--- config.mk ---
export PLATFORM = sky130hd
export DESIGN_NAME = dfft_pulse_scheduler
export DESIGN_NICKNAME = d
export VERILOG_FILES = /design/src/rtl/dfft_sched_pkg.sv /design/src/rtl/dfft_pulse_scheduler_rr_arbiter.sv /design/src/rtl/dfft_pulse_scheduler.sv
export SDC_FILE = /design/constraint.sdc
export NUM_CORES = 1
export LEC_CHECK = 0
export BUFFER_PORTS_ARGS = -buffer_cell sky130_fd_sc_hd__buf_4
export CAP_MARGIN = 20
export CORE_MARGIN = 3
export CORE_UTILIZATION = 50
export CTS_BUF_LIST = sky130_fd_sc_hd__clkbuf_4 sky130_fd_sc_hd__clkbuf_8
export CTS_CLUSTER_SIZE = 24
export DETAILED_ROUTE_END_ITERATION = 10
export GPL_ROUTABILITY_DRIVEN = 0
export PLACE_DENSITY = 0.69
export SLEW_MARGIN = 20
export SYNTH_ARGS = -nofsm -noshare
export SYNTH_HDL_FRONTEND = slang
export SYNTH_SLANG_ARGS = --single-unit
--- constraint.sdc ---
create_clock -name clk -period 5.8 [get_ports clk]
set_input_delay 0.29 -clock clk [delete_from_list [all_inputs] [get_ports clk]]
set_output_delay 0.29 -clock clk [all_outputs]
set_load 0.05 [all_outputs]
--- src/rtl/dfft_sched_pkg.sv ---
// Shared types and constants for the DFFT pulse scheduler.
package dfft_sched_pkg;

    // Transaction sequencing states.
    typedef enum logic [2:0] {
        ST_IDLE = 3'd0,
        ST_SET  = 3'd1,
        ST_GAP  = 3'd2,
        ST_CLK  = 3'd3,
        ST_WAIT = 3'd4,
        ST_RESP = 3'd5
    } state_t;

    // Default parameter values.
    localparam int unsigned DEF_NREQ        = 4;
    localparam int unsigned DEF_SET_CLK_GAP = 2;
    localparam int unsigned DEF_OUT_LAT     = 8;
    localparam int unsigned DEF_CT_GUARD    = 2;

    // Counter widths: gap and guard share one width, wait is wider.
    localparam int unsigned GAP_W  = 4;
    localparam int unsigned WAIT_W = 5;

endpackage

--- src/rtl/dfft_pulse_scheduler_rr_arbiter.sv ---
// Combinational round-robin arbiter: the first asserted request at or after
// ptr (wrapping) wins.
module rr_arbiter #(
    parameter int unsigned NREQ = 4
) (
    input  logic [NREQ-1:0]         req,
    input  logic [$clog2(NREQ)-1:0] ptr,
    output logic [NREQ-1:0]         win,
    output logic [$clog2(NREQ)-1:0] win_id,
    output logic                    any
);

    localparam int unsigned IDW = $clog2(NREQ);

    logic [IDW-1:0] idx_s;
    logic           found_s;

    // Scan requesters starting from the pointer and take the first one set.
    always_comb begin
        win     = '0;
        win_id  = '0;
        found_s = 1'b0;
        idx_s   = '0;
        for (int k = 0; k < NREQ; k++) begin
            idx_s = IDW'((int'(ptr) + k) % NREQ);
            if (!found_s && req[idx_s]) begin
                win[idx_s] = 1'b1;
                win_id     = idx_s;
                found_s    = 1'b1;
            end else begin
                found_s = found_s;
            end
        end
        any = found_s;
    end

endmodule

--- src/rtl/dfft_pulse_scheduler.sv ---
// Shares one DFFT cell between NREQ requesters: arbitrates, sequences the
// set/clk pulses with gap and guard timing, and reports whether out toggled.
module dfft_pulse_scheduler
    import dfft_sched_pkg::*;
#(
    parameter int unsigned NREQ        = DEF_NREQ,
    parameter int unsigned SET_CLK_GAP = DEF_SET_CLK_GAP,
    parameter int unsigned OUT_LAT     = DEF_OUT_LAT,
    parameter int unsigned CT_GUARD    = DEF_CT_GUARD
) (
    input  logic                    clk,
    input  logic                    rst,
    input  logic [NREQ-1:0]         req,
    input  logic [NREQ-1:0]         req_bit,
    output logic [NREQ-1:0]         gnt,
    output logic                    dfft_set,
    output logic                    dfft_clk,
    input  logic                    dfft_out,
    output logic                    done,
    output logic [$clog2(NREQ)-1:0] done_id,
    output logic                    done_bit,
    output logic                    err
);

    localparam int unsigned IDW = $clog2(NREQ);

    state_t              state_r;
    state_t              next_state_s;
    logic [IDW-1:0]      ptr_r;
    logic [IDW-1:0]      id_r;
    logic                bit_r;
    logic [GAP_W-1:0]    gap_cnt_r;
    logic [WAIT_W-1:0]   wait_cnt_r;
    logic [GAP_W-1:0]    guard_r;
    logic                out_ref_r;
    logic                prev_out_r;
    logic                seen_edge_r;
    logic                edge_s;
    logic                err_s;

    logic [NREQ-1:0]     win_s;
    logic [IDW-1:0]      win_id_s;
    logic                any_s;

    logic [NREQ-1:0]     gnt_r;
    logic                set_r;
    logic                clk_r;
    logic                done_r;
    logic [IDW-1:0]      done_id_r;
    logic                done_bit_r;
    logic                err_r;

    rr_arbiter #(.NREQ(NREQ)) u_arb (
        .req    (req),
        .ptr    (ptr_r),
        .win    (win_s),
        .win_id (win_id_s),
        .any    (any_s)
    );

    assign edge_s = dfft_out ^ prev_out_r;

    // Next-state decode for the transaction sequence.
    always_comb begin
        next_state_s = state_r;
        case (state_r)
            ST_IDLE: begin
                if (any_s && (guard_r == 4'd0)) begin
                    next_state_s = ST_SET;
                end else begin
                    next_state_s = ST_IDLE;
                end
            end
            ST_SET: begin
                if (SET_CLK_GAP == 32'd0) begin
                    next_state_s = ST_CLK;
                end else begin
                    next_state_s = ST_GAP;
                end
            end
            ST_GAP: begin
                if (gap_cnt_r == 4'd1) begin
                    next_state_s = ST_CLK;
                end else begin
                    next_state_s = ST_GAP;
                end
            end
            ST_CLK:  next_state_s = ST_WAIT;
            ST_WAIT: begin
                if (wait_cnt_r == 5'd1) begin
                    next_state_s = ST_RESP;
                end else begin
                    next_state_s = ST_WAIT;
                end
            end
            ST_RESP: next_state_s = ST_IDLE;
            default: next_state_s = ST_IDLE;
        endcase
    end

    // Protocol check: one edge is allowed in WAIT, any in RESP, none elsewhere.
    always_comb begin
        err_s = 1'b0;
        case (state_r)
            ST_WAIT: err_s = edge_s && seen_edge_r;
            ST_RESP: err_s = 1'b0;
            default: err_s = edge_s;
        endcase
    end

    // State register.
    always_ff @(posedge clk) begin
        if (rst) begin
            state_r <= ST_IDLE;
        end else begin
            state_r <= next_state_s;
        end
    end

    // Transaction context, counters and edge tracking.
    always_ff @(posedge clk) begin
        if (rst) begin
            ptr_r       <= '0;
            id_r        <= '0;
            bit_r       <= 1'b0;
            gap_cnt_r   <= '0;
            wait_cnt_r  <= '0;
            guard_r     <= '0;
            out_ref_r   <= 1'b0;
            seen_edge_r <= 1'b0;
            // Track the pin through reset so release does not look like an edge.
            prev_out_r  <= dfft_out;
        end else begin
            prev_out_r <= dfft_out;

            if ((state_r == ST_IDLE) && (next_state_s == ST_SET)) begin
                id_r  <= win_id_s;
                bit_r <= req_bit[win_id_s];
            end

            if (state_r == ST_SET) begin
                if (id_r == IDW'(NREQ - 1)) begin
                    ptr_r <= '0;
                end else begin
                    ptr_r <= id_r + IDW'(1);
                end
            end

            if (state_r == ST_SET) begin
                gap_cnt_r <= GAP_W'(SET_CLK_GAP);
            end else if (state_r == ST_GAP) begin
                gap_cnt_r <= gap_cnt_r - 4'd1;
            end

            if (state_r == ST_CLK) begin
                wait_cnt_r <= WAIT_W'(OUT_LAT);
            end else if (state_r == ST_WAIT) begin
                wait_cnt_r <= wait_cnt_r - 5'd1;
            end

            // Guard is already at CT_GUARD during the clk-pulse cycle, so the
            // earliest following set is CT_GUARD+1 cycles after clk.
            if (next_state_s == ST_CLK) begin
                guard_r <= GAP_W'(CT_GUARD);
            end else if (guard_r != 4'd0) begin
                guard_r <= guard_r - 4'd1;
            end

            if (state_r == ST_CLK) begin
                out_ref_r   <= dfft_out;
                seen_edge_r <= 1'b0;
            end else if ((state_r == ST_WAIT) && edge_s) begin
                seen_edge_r <= 1'b1;
            end
        end
    end

    // Registered outputs, decoded from the upcoming state.
    always_ff @(posedge clk) begin
        if (rst) begin
            gnt_r      <= '0;
            set_r      <= 1'b0;
            clk_r      <= 1'b0;
            done_r     <= 1'b0;
            done_id_r  <= '0;
            done_bit_r <= 1'b0;
            err_r      <= 1'b0;
        end else begin
            gnt_r      <= (next_state_s == ST_SET) ? win_s : '0;
            set_r      <= (next_state_s == ST_SET) ? req_bit[win_id_s] : 1'b0;
            clk_r      <= (next_state_s == ST_CLK);
            done_r     <= (next_state_s == ST_RESP);
            done_id_r  <= (next_state_s == ST_RESP) ? id_r : '0;
            done_bit_r <= (next_state_s == ST_RESP) ? (dfft_out != out_ref_r) : 1'b0;
            err_r      <= err_r | err_s;
        end
    end

    assign gnt      = gnt_r;
    assign dfft_set = set_r;
    assign dfft_clk = clk_r;
    assign done     = done_r;
    assign done_id  = done_id_r;
    assign done_bit = done_bit_r;
    assign err      = err_r;

endmodule

Word-level counts from Yosys, hierarchy flattened
Cells that the tools add are included.
{"block": "op_classes", "eq_ne": 12, "n_reduce_logical": 25, "n_bitwise": 7, "mux": 42, "n_lt_le_gt_ge": 9, "n_addsub": 7}
{"operator": "$mux W4", "count": 6}
{"operator": "$mux W2", "count": 9}
{"operator": "$mux W1", "count": 16}
{"operator": "$lt A2 B3 Y1 const B", "count": 5}
{"operator": "$pmux W3 S5", "count": 1}
{"operator": "$or A4 B4 Y4", "count": 3}
{"operator": "$logic_and A1 B1 Y1", "count": 11}
{"operator": "$bmux W1 S2", "count": 5}
{"operator": "$reduce_or A2 Y1", "count": 5}
{"operator": "$eq A3 B2 Y1 const B", "count": 3}
{"operator": "$eq A3 B3 Y1 const B", "count": 3}
{"operator": "$demux W1 S2", "count": 4}
{"operator": "$ge A2 B1 Y1 const B", "count": 4}
{"operator": "$sub A4 B1 Y4 const B", "count": 2}
{"operator": "$eq A3 B1 Y1 const B", "count": 2}
{"operator": "$reduce_bool A2 Y1", "count": 3}
{"operator": "$eq A5 B1 Y1 const B", "count": 1}
{"operator": "$sub A5 B1 Y5 const B", "count": 1}
{"operator": "$add A2 B1 Y2 const B", "count": 2}
{"operator": "$add A2 B2 Y2 const B", "count": 2}
{"operator": "$eq A4 B1 Y1 const B", "count": 1}
{"operator": "$logic_not A4 Y1", "count": 1}
{"operator": "$reduce_bool A4 Y1", "count": 1}
{"operator": "$logic_not A1 Y1", "count": 3}
{"operator": "7 further kinds", "count": 8}
{"block": "word_totals", "reg_bits": 34}

Longest topological paths before layout
{"block": "logic_depth", "word_depth": 18, "mapped_depth": 10, "mapped_depth_nobuf": 8}

Modules after synthesis
From an unflattened synthesis, not the netlist that was laid out.
{"block": "unflattened", "hier_cells": 203, "hier_area_um2": 1911.8}
{"mod": "dfft_pulse_scheduler", "area_per_inst_um2": 1492.7, "cells_per_inst": 158, "n_inst": 1}
{"mod": "rr_arbiter", "area_per_inst_um2": 419.2, "cells_per_inst": 45, "n_inst": 1}

Worst setup path after synthesis
Ideal clock, no wire load.
{"block": "synth_timing", "path_type": "reg-to-reg", "start": "reg ptr_r[0]", "end": "reg id_r[1]", "path_stages_with_launch": 11, "n_path_buf": 2, "setup_ps": 63, "required_ps": 5737, "arrival_time_ps": 2481, "setup_slack_ps": 3256, "path_cell_list": "dfxtp_1 > buf_6 > inv_1 > ha_1 > clkbuf_1 > and2_1 > or4_1 > o221ai_1 > o22ai_1 > mux2_2 > nor2_2"}
{"block": "synth_via", "elab_chain_cells": 17, "elab_cells_between_ends": 30}
{"element": "from (decl)", "line": "dfft_pulse_scheduler.sv:29", "source": "logic [IDW-1:0] ptr_r;"}
{"element": "from (signal assigned)", "line": "dfft_pulse_scheduler.sv:145", "source": "ptr_r <= id_r + IDW'(1);"}
{"element": "branches (longest 17 deep; another with $add A2 B1 Y2)"}
{"element": "to (signal assigned)", "line": "dfft_pulse_scheduler.sv:137", "source": "id_r <= win_id_s;"}
{"element": "to (decl)", "line": "dfft_pulse_scheduler.sv:30", "source": "logic [IDW-1:0] id_r;"}
Parallel ways; which one is timed is not known. The select of a mux whose other input is x is not followed.
A chain may end at the register's enable or synchronous reset.

Final worst setup path
{"block": "layout_timing", "start": "reg ptr_r[0]", "end": "reg set_r (netlist: dfft_set)"}
{"block": "layout_via", "elab_chain_cells": 18, "elab_cells_between_ends": 33}
{"element": "branches (longest 18 deep; another with $add A2 B1 Y2)"}
{"element": "to (signal assigned)", "line": "dfft_pulse_scheduler.sv:190", "source": "set_r <= (next_state_s == ST_SET) ? req_bit[win_id_s] : 1'b0;"}
{"element": "to (decl)", "line": "dfft_pulse_scheduler.sv:46", "source": "logic set_r;"}
Parallel ways; which one is timed is not known. The select of a mux whose other input is x is not followed.

==> impl_metrics.json <==
{
  "outcome": "complete, no violations",
  "syn_nets": 244,
  "die_area_sq_mm": 0.00464,
  "crit_family": "compound AO/OA/AOI/OAI gates",
  "fin_crit_ps": 3170,
  "wire_per_inst_um": 14.4,
  "dr.pass1.iters": 4,
  "htreeDepth": 2,
  "place.port_buffers": 21,
  "root_buffer": "clkbuf_8",
  "netlist_instances": 220,
  "cts_buffers": 5,
  "antenna_found_initial": 0,
  "grt_max_degree": 22,
  "grt_pass1_vias": 1544,
  "cp_cell_sequence": "inv_1, ha_1, mux4_2, o21ba_1, o21ai_0, o221ai_1, a311oi_1, a21o_1",
  "drive_gt1_share_pct": 15.7,
  "ir_worst_vdd_mv": 0.217,
  "reg2reg_to": "dfft_set$_SDFF_PP0_",
  "synth_top_family_by_area": "simple AND/OR/NAND/NOR gates",
  "hold_ws_ps": 150,
  "ios": 22,
  "cp-end-kind": "flip-flop",
  "via_per_inst": 5.84,
  "dp_cells": 275,
  "dp_hpwl_mm": 2.88,
  "syn_area_per_cell_sq_um": 8.78,
  "maxCapViolations": 0,
  "path_buf_inv": 1,
  "insertion_delay_ps": 280,
  "drc": 0,
  "hp-class": "input pin to flip-flop",
  "final_common_cell": "nor2_1",
  "clock_skew_ps": 3.43,
  "reg2regPathDepth": 8,
  "synth_xor_area_share_pct": 3.63,
  "critPathMaxStageDelay_ps": 720,
  "vias": 1641,
  "synth_adder_area_share_pct": 8.43,
  "rows": 21,
  "mostFrequentLayoutCells": "nor2_1, dfxtp_1, buf_4, a21oi_1, ha_1",
  "worstPathMaxFanout": 18,
  "path_clk_slew_ps": 60,
  "synthMuxAreaShare_pct": 5.83,
  "hold_violations": 0,
  "ys_ff_latch": 34,
  "holdBufCountCts": 0,
  "fin_area_sq_mm": 0.00216,
  "fill_cells": 316,
  "die_width_um": 68.1,
  "core_sq_mm": 0.00352,
  "post_cts_resize_count": 0,
  "dpl-instance-area_sq_mm": 0.00207,
  "critPathCapture": "dfft_set$_SDFF_PP0_",
  "start_kind": "flip-flop",
  "r2r_setup_slack_ps": 2630,
  "total_power_mw": 0.972,
  "routed_wl_mm": 4.04,
  "yosys.area_share.simple_pct": 22.6,
  "crit_arrival_ps": 3350,
  "clk_path_buf_depth": 2,
  "die_y_um": 68.1,
  "cpMaxStageDelayCell": "dfxtp_1",
  "syn_to_final_growth_pct": 11.7,
  "worstSetupPathType": "flip-flop to flip-flop",
  "overflow": 0,
  "relSlewSlack_pct": 58.0,
  "maxSlewViolCount": 0,
  "fmax_mhz": 315,
  "tightest_slew_ps": 629,
  "rsz0062_at_grt": "false",
  "nets": 260,
  "cp_num_cells": 8,
  "ant_nets": 0,
  "crit_path_start": "ptr_r[0]$_SDFFE_PP0P_",
  "track_usage_pct": 19.7,
  "pwr_density_cell_mw_per_mm2": 451,
  "n_antenna_cell": 0,
  "cts.sinks": 34,
  "yosysSeqAreaShare_pct": 35.3,
  "leakage_nw": 0.884,
  "grt_pass1_wl_mm": 6.88,
  "cts_setup_buffers": 0,
  "initial_utilization_pct": 54.8,
  "cts_tree": "built",
  "rr_startpoint": "ptr_r[0]$_SDFFE_PP0P_",
  "required_ps": 5970,
  "setup_viol": 0,
  "drt_first_iter_violations": 69,
  "synth_compound_area_share_pct": 18.1,
  "yosys_warnings": 0,
  "ys_types": 51,
  "fin_setup_tns_ps": 0,
  "final-instance-count-excl-fill": 281,
  "finalCritPeriodShare_pct": 54.7,
  "mappedNetlistArea_sq_mm": 0.00193
}
## how the worst min path moves through the flow
stage	startpoint	slack, ps	cells after the start	endpoint
final	dfft_out	150	1	prev_out_r$_DFF_P_
after global routing	dfft_out	140	1	prev_out_r$_DFF_P_
after CTS	dfft_out	140	1	prev_out_r$_DFF_P_
after detailed placement	dfft_out	440	1	prev_out_r$_DFF_P_
after global placement	dfft_out	430	1	prev_out_r$_DFF_P_
after floorplan	dfft_out	320	0	prev_out_r$_DFF_P_
## power by group
| part | switching (mW) | internal (mW) |
|---|---|---|
| sequential | 0.0657 | 0.284 |
| clock | 0.0748 | 0.0913 |
| combinational | 0.261 | 0.195 |
| total | 0.402 | 0.571 |
## synthesized netlist by cell type, drive strengths merged
cell / n / area share [%]
and2b: 2 / 0.78
xor2: 3 / 1.4
ha: 13 / 8.4
a211oi: 3 / 1.2
a41o: 1 / 0.52
a22o: 1 / 0.45
o21ba: 1 / 0.52
xnor2: 5 / 2.3
clkbuf: 5 / 0.97
mux2i: 3 / 1.6
inv: 12 / 2.3
nand2: 8 / 1.6
o2111ai: 1 / 0.45
o21ai: 8 / 2.1
nor3: 6 / 1.6
o221ai: 3 / 1.7
o31ai: 1 / 0.39
nor3b: 3 / 1.4
or4b: 2 / 1.0
a21o: 2 / 0.78
o22ai: 1 / 0.32
a22oi: 4 / 1.6
a311oi: 3 / 1.7
dfxtp: 34 / 35
a21oi: 13 / 3.4
mux2: 1 / 0.58
or3: 4 / 1.6
and3b: 1 / 0.45
nor4: 3 / 0.97
nand3: 1 / 0.26
nand3b: 2 / 0.78
nor2: 40 / 7.9
a221oi: 5 / 2.3
and2: 3 / 0.97
nand2b: 5 / 1.6
or4: 2 / 0.78
mux4: 3 / 3.7
nor2b: 3 / 0.97
o32ai: 1 / 0.45
buf: 7 / 2.8
o31a: 1 / 0.45
## layer usage
metal / routed length, um / global-route usage (%)
met5: 0 / 0
met1: 1830 / 27.4
met3: 310 / 5.42
met2: 1820 / 27.8
met4: 82 / 9.93
## per-stage QoR
stage / util [%] / setup WS, ps
after floorplan: - / 3260
after global placement: 58.9 / 2810
after detailed placement: 58.9 / 2660
after CTS: 61.2 / 2670
after global routing: 61.2 / 2400
final: 61.2 / 2630
## logic make-up after synthesis
group                    count (synthesis)
adder cells (fa/ha/maj)                 13
XOR/XNOR                                 8
buffers and inverters                   24
multiplexers                             7
AO/OA/AOI/OAI                           49
flip-flops                              34
AND/OR/NAND/NOR                         85
## final cells by class
cell class | count | area, sq um | area share, %
Clock buffer | 6 | 82.6 | 3.83
Inverter | 12 | 45.0 | 2.09
Multi-Input combinational cell | 162 | 1130 | 52.5
Sequential cell | 34 | 681 | 31.6
Tap cell | 46 | 57.6 | 2.67
Timing Repair Buffer | 21 | 158 | 7.31
## flip-flops by register name, summed over array words and instances, names as in the netlist, 2 cells and up
signal / cells
wait_cnt_r: 5
gap_cnt_r: 4
gnt: 4
guard_r: 4
state_r: 3
done_id: 2
id_r: 2
ptr_r: 2
Power figures use the tool's default switching activity.
